File: config.mk
export PLATFORM = sky130hd
export DESIGN_NAME = vert_buf_writer
export DESIGN_NICKNAME = d
export VERILOG_FILES = /design/src/rtl/vert_buf_writer.sv
export SDC_FILE = /design/constraint.sdc
export NUM_CORES = 1
export LEC_CHECK = 0
export ABC_AREA = 1
export CAP_MARGIN = 20
export CORE_MARGIN = 3
export CORE_UTILIZATION = 50
export DETAILED_ROUTE_END_ITERATION = 10
export PLACE_DENSITY = 0.95
export RECOVER_POWER = 100
export SLEW_MARGIN = 20
export SYNTH_ARGS = -nofsm -noshare
export SYNTH_HDL_FRONTEND = slang
export SYNTH_SLANG_ARGS = --single-unit
export TNS_END_PERCENT = 10
File: constraint.sdc
create_clock -name clk -period 4.2 [get_ports clk]
set_input_delay 1.05 -clock clk [delete_from_list [all_inputs] [get_ports clk]]
set_output_delay 1.05 -clock clk [all_outputs]
set_load 0.05 [all_outputs]
File: src/rtl/vert_buf_writer.sv
// Vertex buffer writer: streams vertices into vertex memory and commits one descriptor per buffer.
// Optional feature macro: VBW_CHECKSUM_EN adds a 32-bit XOR checksum output.
module vert_buf_writer #(
  parameter int MAX_VERT     = 8192,
  parameter int MAX_VERT_BUF = 256,
  parameter int VTX_W        = 108,
  parameter int VIDX_W       = 8
) (
  input  logic                                clk,
  input  logic                                rst_n,
  input  logic                                hdr_valid,
  input  logic [VIDX_W-1:0]                   hdr_id,
  input  logic [$clog2(MAX_VERT)-1:0]         hdr_base,
  input  logic [VIDX_W-1:0]                   hdr_count,
  input  logic                                vert_valid,
  input  logic [VTX_W-1:0]                    vert_in,
  output logic                                mem_we,
  output logic [$clog2(MAX_VERT)-1:0]         mem_addr,
  output logic [VTX_W-1:0]                    mem_wdata,
  output logic                                desc_we,
  output logic [VIDX_W-1:0]                   desc_addr,
  output logic [$clog2(MAX_VERT)+VIDX_W-1:0]  desc_wdata,
  output logic                                done,
  input  logic                                status_clr,
`ifdef VBW_CHECKSUM_EN
  output logic [31:0]                         checksum,
`endif
  output logic [3:0]                          status
);

  localparam int AW = $clog2(MAX_VERT);

  typedef enum logic [1:0] {IDLE = 2'd0, RECV = 2'd1, COMMIT = 2'd2} state_t;

  if (MAX_VERT_BUF > (1 << VIDX_W)) begin : g_bad_cfg
    $error("MAX_VERT_BUF does not fit in VIDX_W bits");
  end

  state_t              r_state, w_state_nx;
  logic                r_hdr_d, r_hdr_arm, r_vert_d, r_vert_arm;
  logic [VIDX_W-1:0]   r_id, r_count, r_idx, w_idx_inc;
  logic [AW-1:0]       r_base;
  logic                r_sup;
  logic                r_ovf, r_abort, r_extra, r_busy;
  logic                r_mem_we, r_desc_we, r_done;
  logic [AW-1:0]       r_mem_addr;
  logic [VTX_W-1:0]    r_mem_wdata;
  logic [VIDX_W-1:0]   r_desc_addr;
  logic [AW+VIDX_W-1:0] r_desc_wdata;
  logic                w_hdr_ev, w_vert_ev, w_hdr_ovf, w_wr, w_adv, w_set_extra;
  logic [AW:0]         w_hdr_end, w_addr;

  // The arm bit keeps an input that is already high out of reset from looking like a new edge.
  assign w_hdr_ev  = hdr_valid  & ~r_hdr_d  & r_hdr_arm;
  assign w_vert_ev = vert_valid & ~r_vert_d & r_vert_arm;
  assign w_hdr_end = {1'b0, hdr_base} + (AW+1)'(hdr_count);
  assign w_hdr_ovf = w_hdr_end > (AW+1)'(MAX_VERT);
  assign w_addr    = {1'b0, r_base} + (AW+1)'(r_idx);
  assign w_idx_inc = r_idx + VIDX_W'(1);

  // Edge-history and arming bits for the two level inputs
  always_ff @(posedge clk or negedge rst_n) begin
    if (!rst_n) begin
      r_hdr_d    <= 1'b0;
      r_hdr_arm  <= 1'b0;
      r_vert_d   <= 1'b0;
      r_vert_arm <= 1'b0;
    end else begin
      r_hdr_d    <= hdr_valid;
      r_hdr_arm  <= r_hdr_arm | ~hdr_valid;
      r_vert_d   <= vert_valid;
      r_vert_arm <= r_vert_arm | ~vert_valid;
    end
  end

  // Next-state and per-cycle control decode; a header event overrides everything else
  always_comb begin
    w_state_nx  = r_state;
    w_wr        = 1'b0;
    w_adv       = 1'b0;
    w_set_extra = 1'b0;
    case (r_state)
      IDLE: begin
        w_state_nx  = IDLE;
        w_set_extra = w_vert_ev;
      end
      RECV: begin
        if (w_vert_ev) begin
          w_adv = 1'b1;
          w_wr  = ~r_sup & (w_addr < (AW+1)'(MAX_VERT));
          if (w_idx_inc == r_count) begin
            w_state_nx = COMMIT;
          end else begin
            w_state_nx = RECV;
          end
        end else begin
          w_state_nx = RECV;
        end
      end
      COMMIT: begin
        w_state_nx  = IDLE;
        w_set_extra = w_vert_ev;
      end
      default: w_state_nx = IDLE;
    endcase
    if (w_hdr_ev) begin
      w_wr        = 1'b0;
      w_adv       = 1'b0;
      w_set_extra = 1'b0;
      w_state_nx  = (hdr_count == {VIDX_W{1'b0}}) ? COMMIT : RECV;
    end else begin
      w_set_extra = w_set_extra & ~w_hdr_ev;
    end
  end

  // State register
  always_ff @(posedge clk or negedge rst_n) begin
    if (!rst_n) begin
      r_state <= IDLE;
    end else begin
      r_state <= w_state_nx;
    end
  end

  // Buffer context, registered outputs and sticky status
  always_ff @(posedge clk or negedge rst_n) begin
    if (!rst_n) begin
      r_id         <= '0;
      r_base       <= '0;
      r_count      <= '0;
      r_idx        <= '0;
      r_sup        <= 1'b0;
      r_mem_we     <= 1'b0;
      r_mem_addr   <= '0;
      r_mem_wdata  <= '0;
      r_desc_we    <= 1'b0;
      r_desc_addr  <= '0;
      r_desc_wdata <= '0;
      r_done       <= 1'b0;
      r_busy       <= 1'b0;
      r_ovf        <= 1'b0;
      r_abort      <= 1'b0;
      r_extra      <= 1'b0;
    end else begin
      if (w_hdr_ev) begin
        r_id    <= hdr_id;
        r_base  <= hdr_base;
        r_count <= hdr_count;
        r_idx   <= '0;
        r_sup   <= w_hdr_ovf;
      end else if (w_adv) begin
        r_idx <= w_idx_inc;
      end
      r_mem_we <= w_wr;
      if (w_wr) begin
        r_mem_addr  <= w_addr[AW-1:0];
        r_mem_wdata <= vert_in;
      end
      r_desc_we <= (w_state_nx == COMMIT);
      r_done    <= (w_state_nx == COMMIT);
      if (w_state_nx == COMMIT) begin
        r_desc_addr  <= w_hdr_ev ? hdr_id : r_id;
        r_desc_wdata <= w_hdr_ev ? {hdr_base, hdr_count} : {r_base, r_count};
      end
      r_busy  <= (w_state_nx != IDLE);
      r_ovf   <= (w_hdr_ev & w_hdr_ovf) | (r_ovf & ~status_clr);
      r_abort <= (w_hdr_ev & (r_state == RECV)) | (r_abort & ~status_clr);
      r_extra <= w_set_extra | (r_extra & ~status_clr);
    end
  end

`ifdef VBW_CHECKSUM_EN
  localparam int NSL = (VTX_W + 31) / 32;

  function automatic logic [31:0] fold32(input logic [VTX_W-1:0] v);
    logic [NSL*32-1:0] pad;
    logic [31:0]       acc;
    pad            = '0;
    pad[VTX_W-1:0] = v;
    acc            = 32'h0000_0000;
    for (int i = 0; i < NSL; i++) begin
      acc = acc ^ pad[i*32 +: 32];
    end
    return acc;
  endfunction

  logic [31:0] r_csum;

  // Running XOR of every vertex actually written for the current buffer
  always_ff @(posedge clk or negedge rst_n) begin
    if (!rst_n) begin
      r_csum <= 32'h0000_0000;
    end else if (w_hdr_ev) begin
      r_csum <= 32'h0000_0000;
    end else if (w_wr) begin
      r_csum <= r_csum ^ fold32(vert_in);
    end else begin
      r_csum <= r_csum;
    end
  end

  assign checksum = r_csum;
`endif

  assign mem_we     = r_mem_we;
  assign mem_addr   = r_mem_addr;
  assign mem_wdata  = r_mem_wdata;
  assign desc_we    = r_desc_we;
  assign desc_addr  = r_desc_addr;
  assign desc_wdata = r_desc_wdata;
  assign done       = r_done;
  assign status     = {r_extra, r_abort, r_ovf, r_busy};

endmodule
==> results of run 1 <==
## metal layers
layer / vias up / share of wire / wire length (µm) / GRT usage
met1: 3925 / 0.38 / 10400 / 0.349
met4: 0 / 0.043 / 1190 / 0.136
met3: 75 / 0.079 / 2200 / 0.0648
met2: 419 / 0.50 / 14000 / 0.492
met5: - / 0 / 0 / 0
li1: 3848 / - / - / -
## state kept, by name, indices dropped and copies added (netlist names), 8 cells and up
register and count:
r_base 13, desc_addr 8, r_count 8, r_idx 8, mem_addr 13, r_id 8
mem_wdata 108, desc_wdata 21
## cell usage in the layout, fill, tap and decap left out, types with 3 or more instances in the layout
cell / instances
clkbuf_8: 4
clkinvlp_4: 4
dlygate4sd3_1: 160
ha_1: 17
inv_8: 3
xor2_1: 7
nand4_1: 6
a21oi_1: 14
clkbuf_2: 3
o22ai_1: 4
clkdlybuf4s50_1: 137
clkbuf_16: 17
nand2_1: 557
buf_12: 4
o21ai_0: 31
nor2_1: 27
dfrtp_1: 200
xnor2_1: 5
nand3_1: 61
nor3_1: 4
inv_1: 52
diode_2: 4
## through the flow
stage          cells   util  worst slack [ns]  hold WS (ns)  power [mW]
4_1_cts         1567  0.739              1.21         0.475        6.81
3_5_place_dp    1536  0.704             0.787         0.458        5.16
6_report        1571  0.737             0.736         0.468        6.66
5_1_grt         1571  0.737             0.530         0.491        6.93
2_1_floorplan   1055      -              1.71         0.438        4.09
3_3_place_gp    1536  0.704             0.860         0.452        5.08
## power by group
| group | switching (mW) | internal (mW) |
|---|---|---|
| sequential | 0.207 | 2.29 |
| combinational | 1.79 | 0.728 |
| clock | 0.757 | 0.893 |
## how the worst max path moves through the flow
stage | from | endpoint | slack [ns] | cells after the start
3_5_place_dp | vert_valid | mem_wdata[34] | 0.79 | 14
6_report | hdr_valid | r_idx[7] | 0.74 | 8
4_1_cts | vert_valid | mem_wdata[34] | 1.21 | 14
3_3_place_gp | vert_valid | mem_addr[5] | 0.86 | 14
2_1_floorplan | hdr_base[0] | r_ovf | 1.71 | 15
5_1_grt | hdr_valid | r_idx[1] | 0.53 | 8
## critical path, delay by kind of cell
kind | cells | cell delay (ns)
compound gates | 1 | 0.13
simple gates | 2 | 0.73
buf+inv | 5 | 1.87
## logic make-up (layout without fill, tap and decap cells)
group | count (synthesis) | count (layout)
DFF | 200 | 200
other | 0 | 4
and+or+nand+nor | 665 | 665
AOI/OAI and AO/OA | 58 | 58
buffers and inverters | 101 | 393
xor gates and xnor gates | 12 | 12
adders and majority gates | 19 | 19
## area by class of cell
cell class | instances | area share
flip-flops and latches | 200 | 0.401
well taps | 220 | 0.0220
clock inverters | 10 | 0.00892
inverters | 55 | 0.0165
multi-input cells | 754 | 0.265
repair buffers | 307 | 0.247
diodes | 4 | 0.000802
clock buffers | 21 | 0.0385
==> run metrics, run 1 <==
YS warnings 0; area of the multi-input gates 3310 µm²; post-route minimum period 3.46 ns; Die ar. 19300 µm²; ys flop type dfrtp_1; R2R depth 10; share of cells above drive strength 1 0.0364; Slew HR -0.298; RSZ-0062 raised after global routing no; CTS tree built; Crit Path Max Fanout 34; syn nets 1216; status complete, but fails checks; hold path startpoint mem_wdata[0]; slowest CP cell dlygate4sd3_1; core region area 16900 µm²; CP Data Required Time 4.51 ns; Worst Setup End Kind flop; Net count, final 1496; Fin Setup TNS 0 ns; initial antenna violation count 4; Initial DRC Count 671; Worst-Skew Late Latency 0.45 ns; number of flops mapped to enable cells by yosys 0; final worst-path cycle share 0.825; max incr delay on CP 0.61 ns; ranking of synthesized cells by area dfrtp_1, nand2_1, nand3_1; vias in the first global route 8258; cts repair resizes 0; final setup violating endpoints 0; Seq/Total Area, Yosys 0.566; Synth Area in Compound Gates 0.0361; failing checks max-capacitance violations, max-slew violations; Routed Antenna Nets 0; I/O Buffers 298; Pins Over Slew Limit 77; row cnt 47; Tot GR Track Use 0.288; Clock Path Buffers 2; Register Area 5000 µm²; Least-Margin Pin Slew 1.95 ns; CTS HTree Levels 4; DP HPWL 20400 µm; 1st-pass router iterations 7; max frequency 289 MHz; WL final 27800 µm; Ports 299; Leak Pwr 6.54 nW; cell chain of the critical path dlygate4sd3_1 -> inv_1 -> nor3_1 -> buf_4 -> inv_1 -> clkbuf_1 -> nand2_1 -> o21ai_0; TritonCTS buffer count 17; Die H 139 µm; Reg clk slew, reported paths 0.07 ns; Worst Hold Depth 2; Hold Path End mem_wdata[0]; crit path DAT 3.78 ns; post-synthesis mux area share 0; most frequent cells after synthesis nand2_1, dfrtp_1, nand3_1; Setup Skew 0.0135 ns; CP dominant cell by count inv_1; Yosys top cell area share 0.566; FF-to-FF setup slack 1.44 ns; pwr dens 534 nW/µm²; top-count cell post-synth nand2_1; synthesized netlist cell count 1055; largest family of logic cells by synthesized area simple AND/OR/NAND/NOR gates; Reg-to-Reg Start r_idx[2]; async set-reset flop share out of synthesis 1.00; Layout Area Growth over Synthesis 41.2%; Distinct cells, synth 36; FF-to-FF End mem_wdata[34]; setup bufs post-CTS 0; finished layout cell area 12500 µm²; Starting Density 0.522; #FFs+latches synth 200; dpl cell area 11900 µm²; gp weighted congestion 0.935; via count 8267; Synth Area in Adders 0.0286; Root Driver clkbuf_16; Avg Inst Size Synth 8.38 µm²; simple-gate area share of the yosys netlist 0.298; critical path type primary input to flop; Peak VDD IR 0.348 mV; Sink Count 200; largest net degree at the start of global routing 113; global route overflow 0; max-cap violations 1; hold_buf cts 0; via-per-instance ratio 5.26; DRC errors left 0; mapped cell area 8840 µm²; drt wl/cell 17.7 µm; FILL cells 1165; xor/xnor cell area share of the yosys netlist 0.0119; die width 139 µm; Fin. Hold Viols 0; first-pass GRT wire length 44400 µm; startpoint types primary input; largest area contributor in the netlist dfrtp_1; min-delay worst type flop to flop
Power figures use the tool's default switching activity.
==> inputs of run 2 (changes only) <==
--- a/config.mk
+++ b/config.mk
@@ -8,9 +8,9 @@
 export ABC_AREA = 1
 export CAP_MARGIN = 20
 export CORE_MARGIN = 3
-export CORE_UTILIZATION = 50
+export CORE_UTILIZATION = 42
 export DETAILED_ROUTE_END_ITERATION = 10
-export PLACE_DENSITY = 0.95
+export PLACE_DENSITY = 0.86
 export RECOVER_POWER = 100
 export SLEW_MARGIN = 20
 export SYNTH_ARGS = -nofsm -noshare
==> constraint.sdc (replaced) <==
create_clock -name clk -period 2.8 [get_ports clk]
set_input_delay 0.7 -clock clk [delete_from_list [all_inputs] [get_ports clk]]
set_output_delay 0.7 -clock clk [all_outputs]
set_load 0.05 [all_outputs]
==> run 2 against run 1 <==
The flow still finishes with violations (max-capacitance violations, max-slew violations). Wire length shrank 6.5%. Final cell count increased by 3.9%. Flip-flop and latch count unchanged. Clock skew shrank 0.0028 ns. Sequential share of layout area shrank 0.71 points. Worst setup slack worse by 0.44 ns. Largest cell class unchanged.
==> run metrics, run 2 (synthesis gave the netlist of run 1 again) <==
Slew HR -0.370 (-0.0719); crit path DAT 2.87 ns (-0.91 ns); FF-to-FF End mem_addr[12]; Reg-to-Reg Start r_idx[0]; row cnt 52 (+11%); startpoint types primary input; CP Data Required Time 3.16 ns (-1.35 ns); FF-to-FF setup slack 0.38 ns (-1.06 ns); Setup Skew 0.0107 ns (-0.00279 ns); Leak Pwr 6.63 nW (+1.4%); Tot GR Track Use 0.226 (-0.0624); Power Total 9.92 mW (+49%); via-per-instance ratio 4.90 (-7.0%); post-route minimum period 2.51 ns; hold_buf cts 0 (unchanged); Clock Path Buffers 2 (unchanged); CTS tree built; core region area 20400 µm² (+21%); Fin. Hold Viols 0 (unchanged); max reg flops 108 (unchanged); setup bufs post-CTS 0 (unchanged); Layout Area Growth over Synthesis 43.7%; Die ar. 22800 µm² (+18%); 1st-pass router iterations 5 (-2); status complete, but fails checks; Sink Count 200 (unchanged); R2R depth 10 (unchanged); failing checks max-capacitance violations, max-slew violations; Crit Path Max Fanout 73 (+110%); CTS HTree Levels 4 (unchanged); pwr dens 780 nW/µm² (+46%); hold path startpoint mem_wdata[48]; Worst-Skew Late Latency 0.43 ns (-0.02 ns); Starting Density 0.433 (-0.0893); first-pass GRT wire length 40400 µm (-8.9%); most frequent cells in the layout nand2_1, dfrtp_1, dlygate4sd3_1; diodes inserted 0 (-4); cts repair resizes 0 (unchanged); share of cells above drive strength 1 0.0440 (+0.00764); die width 151 µm (+8.7%); max frequency 399 MHz; Root Driver clkbuf_16; final setup violating endpoints 0 (unchanged); Post-Route Utilization 0.622 (-0.115); FILL cells 1724 (+48%); Register Area 5000 µm² (unchanged); global route overflow 0 (unchanged); max-cap violations 1 (unchanged); commonest non-fill, non-tap cell in the layout nand2_1; min-delay worst type flop to flop; RSZ-0062 raised after global routing no; final worst-path cycle share 0.895; via count 7995 (-3.3%); Worst Setup End Kind flop; Routed Antenna Nets 0 (unchanged); I/O Buffers 298 (unchanged); Pins Over Slew Limit 76 (-1.3%); TritonCTS buffer count 17 (unchanged); area of the multi-input gates 3320 µm² (+0.19%); Ports 299 (unchanged); DRC errors left 0 (unchanged); drt wl/cell 15.9 µm (-10%); DP HPWL 19700 µm (-3.6%); Worst Hold Depth 2 (unchanged); Hold Path End mem_wdata[48]; largest net degree at the start of global routing 79 (-30%); Peak VDD IR 0.419 mV (+20%); WL final 26000 µm (-6.5%); initial antenna violation count 1 (-3); Initial DRC Count 458 (-32%); critical path type primary input to flop; Least-Margin Pin Slew 2.05 ns (+0.108 ns); vias in the first global route 7955 (-3.7%); Reg clk slew, reported paths 0.07 ns (about the same); Die H 151 µm (+8.7%); Net count, final 1511 (+1.0%); gp weighted congestion 0.871 (-6.9%)
## run 2: changes by cell type in the layout (fill, tap and decap cells not counted), sizes merged
cell,before,now
clkinvlp,4,1
clkinv,2,9
clkbuf,25,26
diode,4,0
buf,6,17
## run 2: final cells by class
cell class	count	area share
well taps	270	0.0266
repair buffers	322	0.255
clock buffers	18	0.0338
multi-input cells	754	0.261
inverters	55	0.0164
clock inverters	14	0.0130
flip-flops and latches	200	0.394
## run 2: worst max path at each step
stage,startpoint,endpoint,cells after the start
after floorplan,hdr_base[0],r_ovf,15
after global placement,hdr_base[0],r_ovf,16
after detailed placement,vert_valid,mem_wdata[17],13
after CTS,r_idx[0],mem_addr[12],10
after global routing,vert_valid,mem_wdata[23],13
final,vert_valid,mem_wdata[23],13
## run 2: where the power goes
group          leakage (nW)  switching [mW]  total, mW  internal [mW]
clock network         0.286            1.18       2.46           1.27
logic                  3.80            2.63       3.74           1.11
registers              2.54           0.290       3.72           3.43
total                  6.63            4.11       9.92           5.81
## run 2: metrics by stage
step	instances	area, µm²	setup slack, ns	hold slack, ns	setup TNS [ns]
after floorplan	1055	8840	0.658	0.404	0
after global placement	1601	12200	0.0356	0.450	0
after detailed placement	1601	12200	-0.0340	0.457	-0.185
after CTS	1633	12700	0.376	0.311	0
after global routing	1633	12700	0.133	0.490	0
final	1633	12700	0.295	0.463	0
## run 2: layer usage
metal | track usage | routed length (µm) | vias to the layer above
met1 | 0.270 | 10000 | 3754
met3 | 0.0652 | 2420 | 40
met4 | 0.0703 | 561 | 2
met5 | 0 | 7 | -
li1 | - | - | 3877
met2 | 0.395 | 13000 | 322
## run 2: critical path, cell delays in order
cell,delay [ns]
dlygate4sd3_1,0.57
inv_1,0.06
nor2_1,0.08
nand2_1,0.07
clkinv_1,0.06
nand2_1,0.07
nor2_2,0.12
inv_2,0.07
nor2_1,0.16
a21boi_4,0.32
buf_12,0.31
nand2_1,0.12
nand2_1,0.09
==> inputs of run 3 (changes only) <==
--- a/config.mk
+++ b/config.mk
@@ -10,6 +10,7 @@
 export CORE_MARGIN = 3
 export CORE_UTILIZATION = 42
 export DETAILED_ROUTE_END_ITERATION = 10
+export HOLD_SLACK_MARGIN = 0.12
 export PLACE_DENSITY = 0.86
 export RECOVER_POWER = 100
 export SLEW_MARGIN = 20
==> results of run 3 <==
The final DEF is identical to that of run 2; final timing and power are the same.
